===== config.mk =====
export PLATFORM = sky130hd
export DESIGN_NAME = pipeline_flow_ctrl
export DESIGN_NICKNAME = d
export VERILOG_FILES = /design/src/rtl/pipeline_flow_ctrl.sv
export SDC_FILE = /design/constraint.sdc
export NUM_CORES = 1
export LEC_CHECK = 0
export ABC_AREA = 1
export CAP_MARGIN = 20
export CORE_AREA = 10 10 47 49
export CTS_BUF_LIST = sky130_fd_sc_hd__clkbuf_4
export CTS_CLUSTER_SIZE = 28
export DETAILED_ROUTE_END_ITERATION = 10
export DIE_AREA = 0 0 57 59
export DONT_BUFFER_PORTS = 1
export PLACE_DENSITY = 0.76
export SLEW_MARGIN = 20
export SYNTH_ARGS = -nofsm -noshare
export SYNTH_HDL_FRONTEND = slang
export SYNTH_SLANG_ARGS = --single-unit

===== constraint.sdc =====
create_clock -name clk_in -period 1.36 [get_ports clk_in]
set_input_delay 0.34 -clock clk_in [delete_from_list [all_inputs] [get_ports clk_in]]
set_output_delay 0.34 -clock clk_in [all_outputs]
set_load 0.01 [all_outputs]

===== src/rtl/pipeline_flow_ctrl.sv =====
// rtl/pipeline_flow_ctrl.sv - RV32I pipeline flow controller: reset warm-up, then
// trap/redirect/load-use/memory-stall arbitration driving flush, stall and PC select.
module pipeline_flow_ctrl #(
  parameter int FLUSH_STAGES     = 2,
  parameter int RESET_HOLD       = 2,
  parameter int REDIRECT_FLUSH   = 2,
  parameter int REDIRECT_BUBBLES = 0,
  parameter int LU_BUBBLE_STAGE  = 1,
  parameter int STALL_TIMEOUT    = 256
) (
  input  logic                    clk_in,
  input  logic                    rst_in,
  input  logic                    trap_in,
  input  logic                    branch_taken_in,
  input  logic                    jump_in,
  input  logic                    load_use_in,
  input  logic                    ext_stall_in,
  output logic [FLUSH_STAGES-1:0] flush_out,
  output logic                    stall_out,
  output logic                    pc_en_out,
  output logic [1:0]              pc_src_out,
  output logic [1:0]              state_out,
  output logic                    timeout_out
);

  typedef enum logic [1:0] {
    ST_RESET    = 2'b00,
    ST_WARMUP   = 2'b01,
    ST_RUN      = 2'b10,
    ST_REDIRECT = 2'b11
  } state_e;

  localparam logic [1:0] PC_RESET_VEC = 2'b00;
  localparam logic [1:0] PC_TARGET    = 2'b01;
  localparam logic [1:0] PC_TRAP_VEC  = 2'b10;
  localparam logic [1:0] PC_PLUS4     = 2'b11;

  localparam int HOLD_W  = (RESET_HOLD > 0) ? $clog2(RESET_HOLD + 1) : 1;
  localparam int BUB_W   = (REDIRECT_BUBBLES > 0) ? $clog2(REDIRECT_BUBBLES + 1) : 1;
  localparam int STALL_W = $clog2(STALL_TIMEOUT + 1);

  localparam logic [HOLD_W-1:0]  HOLD_INIT = HOLD_W'(RESET_HOLD);
  localparam logic [BUB_W-1:0]   BUB_INIT  = BUB_W'(REDIRECT_BUBBLES);
  localparam logic [STALL_W-1:0] STALL_MAX = STALL_W'(STALL_TIMEOUT);

  localparam logic [FLUSH_STAGES-1:0] FLUSH_ALL   = {FLUSH_STAGES{1'b1}};
  localparam logic [FLUSH_STAGES-1:0] FLUSH_REDIR =
    {FLUSH_STAGES{1'b1}} >> (FLUSH_STAGES - REDIRECT_FLUSH);
  localparam logic [FLUSH_STAGES-1:0] FLUSH_LU  = FLUSH_STAGES'(1) << LU_BUBBLE_STAGE;
  localparam logic [FLUSH_STAGES-1:0] FLUSH_BUB = FLUSH_STAGES'(1);

  state_e              state_q, state_d;
  logic [HOLD_W-1:0]   hold_cnt_q, hold_cnt_d;
  logic [BUB_W-1:0]    bub_cnt_q, bub_cnt_d;
  logic [STALL_W-1:0]  stall_cnt_q, stall_cnt_d;
  logic                timeout_q, timeout_d;

  always_comb begin
    state_d     = state_q;
    hold_cnt_d  = hold_cnt_q;
    bub_cnt_d   = bub_cnt_q;
    stall_cnt_d = '0;
    timeout_d   = timeout_q | (stall_cnt_q == STALL_MAX);
    flush_out   = '0;
    stall_out   = 1'b0;
    pc_en_out   = 1'b1;
    pc_src_out  = PC_PLUS4;

    case (state_q)
      ST_RESET: begin
        flush_out  = FLUSH_ALL;
        pc_src_out = PC_RESET_VEC;
        if (RESET_HOLD > 0) begin
          state_d    = ST_WARMUP;
          hold_cnt_d = HOLD_INIT;
        end else begin
          state_d = ST_RUN;
        end
      end

      ST_WARMUP: begin
        flush_out  = FLUSH_ALL;
        pc_src_out = PC_RESET_VEC;
        hold_cnt_d = hold_cnt_q - HOLD_W'(1);
        if (hold_cnt_q <= HOLD_W'(1)) begin
          state_d    = ST_RUN;
          hold_cnt_d = '0;
        end
      end

      default: begin
        // Memory stall freezes everything, so pending requests stay with upstream.
        if (ext_stall_in) begin
          stall_out   = 1'b1;
          pc_en_out   = 1'b0;
          stall_cnt_d = (stall_cnt_q == STALL_MAX) ? stall_cnt_q
                                                   : stall_cnt_q + STALL_W'(1);
        end else if (trap_in) begin
          pc_src_out = PC_TRAP_VEC;
          flush_out  = FLUSH_ALL;
          state_d    = ST_RUN;
          bub_cnt_d  = '0;
        end else if (branch_taken_in || jump_in) begin
          pc_src_out = PC_TARGET;
          flush_out  = FLUSH_REDIR;
          if (REDIRECT_BUBBLES > 0) begin
            state_d   = ST_REDIRECT;
            bub_cnt_d = BUB_INIT;
          end else begin
            state_d   = ST_RUN;
            bub_cnt_d = '0;
          end
        end else if (load_use_in) begin
          stall_out = 1'b1;
          pc_en_out = 1'b0;
          flush_out = FLUSH_LU;
        end else if (state_q == ST_REDIRECT) begin
          flush_out = FLUSH_BUB;
          bub_cnt_d = bub_cnt_q - BUB_W'(1);
          if (bub_cnt_q <= BUB_W'(1)) begin
            state_d   = ST_RUN;
            bub_cnt_d = '0;
          end
        end
      end
    endcase
  end

  always_ff @(posedge clk_in or posedge rst_in) begin
    if (rst_in) begin
      state_q     <= ST_RESET;
      hold_cnt_q  <= '0;
      bub_cnt_q   <= '0;
      stall_cnt_q <= '0;
      timeout_q   <= 1'b0;
    end else begin
      state_q     <= state_d;
      hold_cnt_q  <= hold_cnt_d;
      bub_cnt_q   <= bub_cnt_d;
      stall_cnt_q <= stall_cnt_d;
      timeout_q   <= timeout_d;
    end
  end

  assign state_out   = state_q;
  assign timeout_out = timeout_q;

endmodule

# After elaboration in Yosys (flattened, before gate mapping)
# Cells that the tools add are included.
# totals
register_bits	15
input_bits	7
out_inout_bits	9
word_cells	68
# op_classes
n_addsub	3
magnitude_cmp	2
n_eq_ne	8
muxes	38
bitwise_logic	3
reduce_logical	9
# op_table
op	n
$mux W2	17
$mux W9	3
$mux W1	16
$reduce_bool A5 Y1	2
$add A9 B1 Y9 const B	1
$eq A9 B9 Y1 const B	1
$pmux W2 S2	2
$ne A5 B2 Y1 const B	1
$reduce_and A5 Y1	1
$reduce_and A4 Y1	1
$ne A3 B1 Y1 const B	1
$ne A3 B2 Y1 const B	1
$ne A3 B3 Y1 const B	1
$reduce_bool A3 Y1	1
$eq A2 B1 Y1 const B	1
$eq A2 B2 Y1 const B	1
$le A2 B1 Y1 const B	1
$logic_not A2 Y1	1
$ne A2 B2 Y1 const B	1
$not A1 Y1	2
$reduce_bool A2 Y1	1
$reduce_or A2 Y1	1
$sub A2 B1 Y2 const B	1
$le A1 B1 Y1 const B	1
other kinds (3)	3

# Depth between registers and ports, before layout
# depth
depth_word	8
depth_mapped	8
ltp_nobuf	8

# Worst setup path before layout
# No wires, ideal clock.
# synth_timing
kind	register -> output
start	register state_q[1], in the netlist state_out[1]
end	output port pc_en_out
arrival_ns	0.984
required_time_ns	1.020
slack_ns	0.036
path_stages_with_launch	6
n_path_buf	0
path_cell_list	dfrtp_1 -> inv_2 -> nor2_4 -> nand3_2 -> nand2_1 -> inv_1
# synth_via
elab_chain_len	3
elab_cells_between_ends	4
cone_classes	1 x eq/ne; 1 x mux; 2 x reduce/logical
# synth_rtl
element	line	source
start: declaration	52	state_e state_q, state_d;
start signal: assignment	137	state_q <= state_d;
$eq A2 B1 Y1 / $logic_not A2 Y1 (equally long branches)	69	case (state_q)
$reduce_or A2 Y1 (no source line) (*)	-	
$mux W1 (*)	69	
end: declaration	20	output logic pc_en_out,
# Mark *: on every way between the ends. The rest lies on a longest branch, timed or not.

# Final worst setup path
# layout_timing
start	register state_q[1], in the netlist state_out[1]
end	output port flush_out[0]
# layout_via
elab_chain_len	7
elab_cells_between_ends	10
cone_classes	2 x eq/ne; 6 x mux; 2 x reduce/logical
# layout_rtl
element	line	source
$eq A2 B2 Y1	117	end else if (state_q == ST_REDIRECT) begin
$mux W1	117	
$mux W2	113	end else if (load_use_in) begin
$mux W2	103	end else if (branch_taken_in || jump_in) begin
$mux W2	98	end else if (trap_in) begin
$mux W2	93	if (ext_stall_in) begin
$mux W2 (*)	69	
end: declaration	18	output logic [FLUSH_STAGES-1:0] flush_out,
# Marks and branches as above.

==> reports/qor.yml <==
clock_network:
  cts.path.max_buffers: 2
  clk_latency_ns: 0.28
  path_clk_slew_ns: 0.09
  cts-root-buf: "clkbuf_4"
  cts_tree: "done"
  h-tree-depth: 1
  numClockSinks: 14
  numCtsBuffers: 3
die:
  row_count: 14
  core-area_sq_um: 1400
  die_w_um: 57
  fp.dieH_um: 59
  dieArea_sq_um: 3360
  initial_utilization: 0.571
  io_pins: 16
synth:
  avgSynthCellArea_sq_um: 7.27
  syn_nets: 119
  yosysSeqAreaShare: 0.438
  synth_top_area_frac: 0.438
  synthTopCellsByArea: "dfrtp_1 (44%), nand2_1 (11%), nor2_1 (9.4%), inv_1 (8.5%), nand3_1 (5.6%)"
  synthCells: 110
  synth_top_area_cell: "dfrtp_1"
  synth.cell_area_sq_um: 800
  synth-seq-cells: 14
  ys.warnings.count: 0
  synth.distinct_cells: 19
route:
  drc: 0
  wl_um: 1970
  first_iter_violations: 15
  ant_nets: 0
  wl_per_cell_um: 13.9
  drt_pre_antenna_iters: 4
  num_vias: 754
  drt-vias-per-instance: 5.31
global_route:
  grt_pass1_vias: 774
  grtUsageMet1: 0.106
  antenna_found_initial: 0
  busiest_layer: "met2"
  grt.met2_usage: 0.217
  grt.overflow.total: 0
  met3_usage: 0.0451
  grt.total_usage: 0.120
  grt_max_degree: 15
  grt_pass1_wl_um: 3210
final_layout:
  final_cell_mix: "nand2_1 (21), nor2_1 (18), inv_1 (17), dfrtp_1 (13), buf_4 (11)"
  mostFrequentLayoutCell: "nand2_1"
  syn_to_final_growth_pct: 20.7
  nets: 136
  diodes: 0
  finalInstanceArea_sq_um: 965
  nFillCells: 122
  post_route_cells_drive_above_1_share: 0.246
sta:
  fmax_mhz: 661
  fin_skew_ns: 0.00255
  finalCritPeriodShare: 1.11
  setup_viol: 7
  worst_slew_pin_slew_ns: 0.541
  maxSlewHeadroom: 0.639
  period_minus_slack_ns: 1.51
  rsz0062_at_grt: "yes"
  hold_viol: 0
  drv_slew: 0
  setup_ws_ns: -0.152
  worst_hold_slack_ns: 0.200
setup_path:
  crit_type: "flip-flop to output port"
  required_ns: 1.02
  crit_path_start_kind: "flip-flop"
  endpoint_kind: "output port"
  r2r_slack_ns: 0.03
  critPathMaxFanout: 5
  arrival_ns: 1.17
power:
  leakage_nw: 0.517
  power_mw: 0.777
  peakVddDrop_mv: 0.644
  power_density_nw_per_um2: 805
job:
  cap_violations: 0
placed_design:
  place_hpwl_um: 1430
  place_congestion: 0.788
  place_area_sq_um: 872
  portBuffers: 0
status:
  violations: "setup timing"
  outcome: "finished with violations"
worst_hold_path:
  holdCritPathClass: "input pin to flip-flop"
[per-layer routing]
layer	wire (um)	vias to the layer above
met2	1090	15
li1	-	372
met5	0	-
met4	61	0
met3	96	6
met1	720	361
[power breakdown]
group | leakage (nW) | internal, mW | switching [mW]
Combinational | 0.315 | 0.0397 | 0.0554
Sequential | 0.188 | 0.423 | 0.00911
Clock | 0.0154 | 0.107 | 0.143
Total | 0.517 | 0.569 | 0.208
[final timing paths]
kind	from	to	cells past startpoint
worst max-delay path	state_out[1]$_DFFE_PP0P_	flush_out[0]	5
worst min-delay path	ext_stall_in	stall_cnt_q[2]$_DFFE_PP0P_	2
worst max register to register	stall_cnt_q[0]$_DFFE_PP0P_	timeout_out$_DFF_PP0_	6
worst min register to register	hold_cnt_q[0]$_DFFE_PP0N_	hold_cnt_q[0]$_DFFE_PP0N_	1
max in group asynchronous	rst_in	state_out[1]$_DFFE_PP0P_	2
min in group asynchronous	rst_in	stall_cnt_q[5]$_DFFE_PP0P_	2
[layout make-up]
type,count,area [sq um],share of cell area
multi-input cells,76,397,0.411
repair buffers,12,92.6,0.0960
flip-flops and latches,14,352,0.364
clock buffers,3,22.5,0.0233
clock inverters,1,3.75,0.00389
inverters,20,77.6,0.0804
well taps,16,20.0,0.0208
[kinds of logic (layout without fill, tap and decap cells)]
| group | after synthesis | after routing | synth area share |
|---|---|---|---|
| compound gates | 10 | 10 | 0.0642 |
| simple gates | 62 | 62 | 0.347 |
| fa+ha+maj | 2 | 2 | 0.0313 |
| xor+xnor | 2 | 2 | 0.0219 |
| flops | 14 | 14 | 0.438 |
| buf+inv | 20 | 36 | 0.0970 |
[state kept, by name, summed over array words and instances (netlist names)]
name / cells
state_out: 2
stall_cnt_q: 9
timeout_out: 1
hold_cnt_q: 2
[metrics by stage]
stage / TNS [ns] / worst slack [ns] / util / instances
2_1_floorplan: 0 / 0.0359 / - / 110
6_report: -0.765 / -0.152 / 0.688 / 142
5_1_grt: -1.18 / -0.226 / 0.688 / 142
3_3_place_gp: 0 / 0.116 / 0.622 / 133
4_1_cts: -0.778 / -0.160 / 0.653 / 138
3_5_place_dp: 0 / 0.0918 / 0.622 / 133
[cell usage after synthesis]
library cell,instances
nand3_2,2
a21oi_1,5
inv_2,1
nand4_1,2
inv_4,1
dfrtp_1,14
or2_2,1
nand3_1,9
nor2_2,1
nor3_1,1
xor2_1,2
o21ai_0,4
inv_1,18
a31oi_1,1
ha_1,2
nand2_2,1
nand2_1,24
nor2_1,20
nor2_4,1
[worst max-delay path, cell delays in order (launching register included)]
cell and delay (ns):
dfrtp_2 0.46, nand2_4 0.10, inv_4 0.04, nor2_2 0.10, nand3_2 0.09, nand2_2 0.09
[repair_timing]
item	CTS	global route
buffers inserted	1	3
hold buffers	0	1
endpoints found under the hold margin	0	4
resized for setup	3	7
endpoints found under the setup margin	6	8
pin swaps	0	2
(Power assumes the default switching activity.)
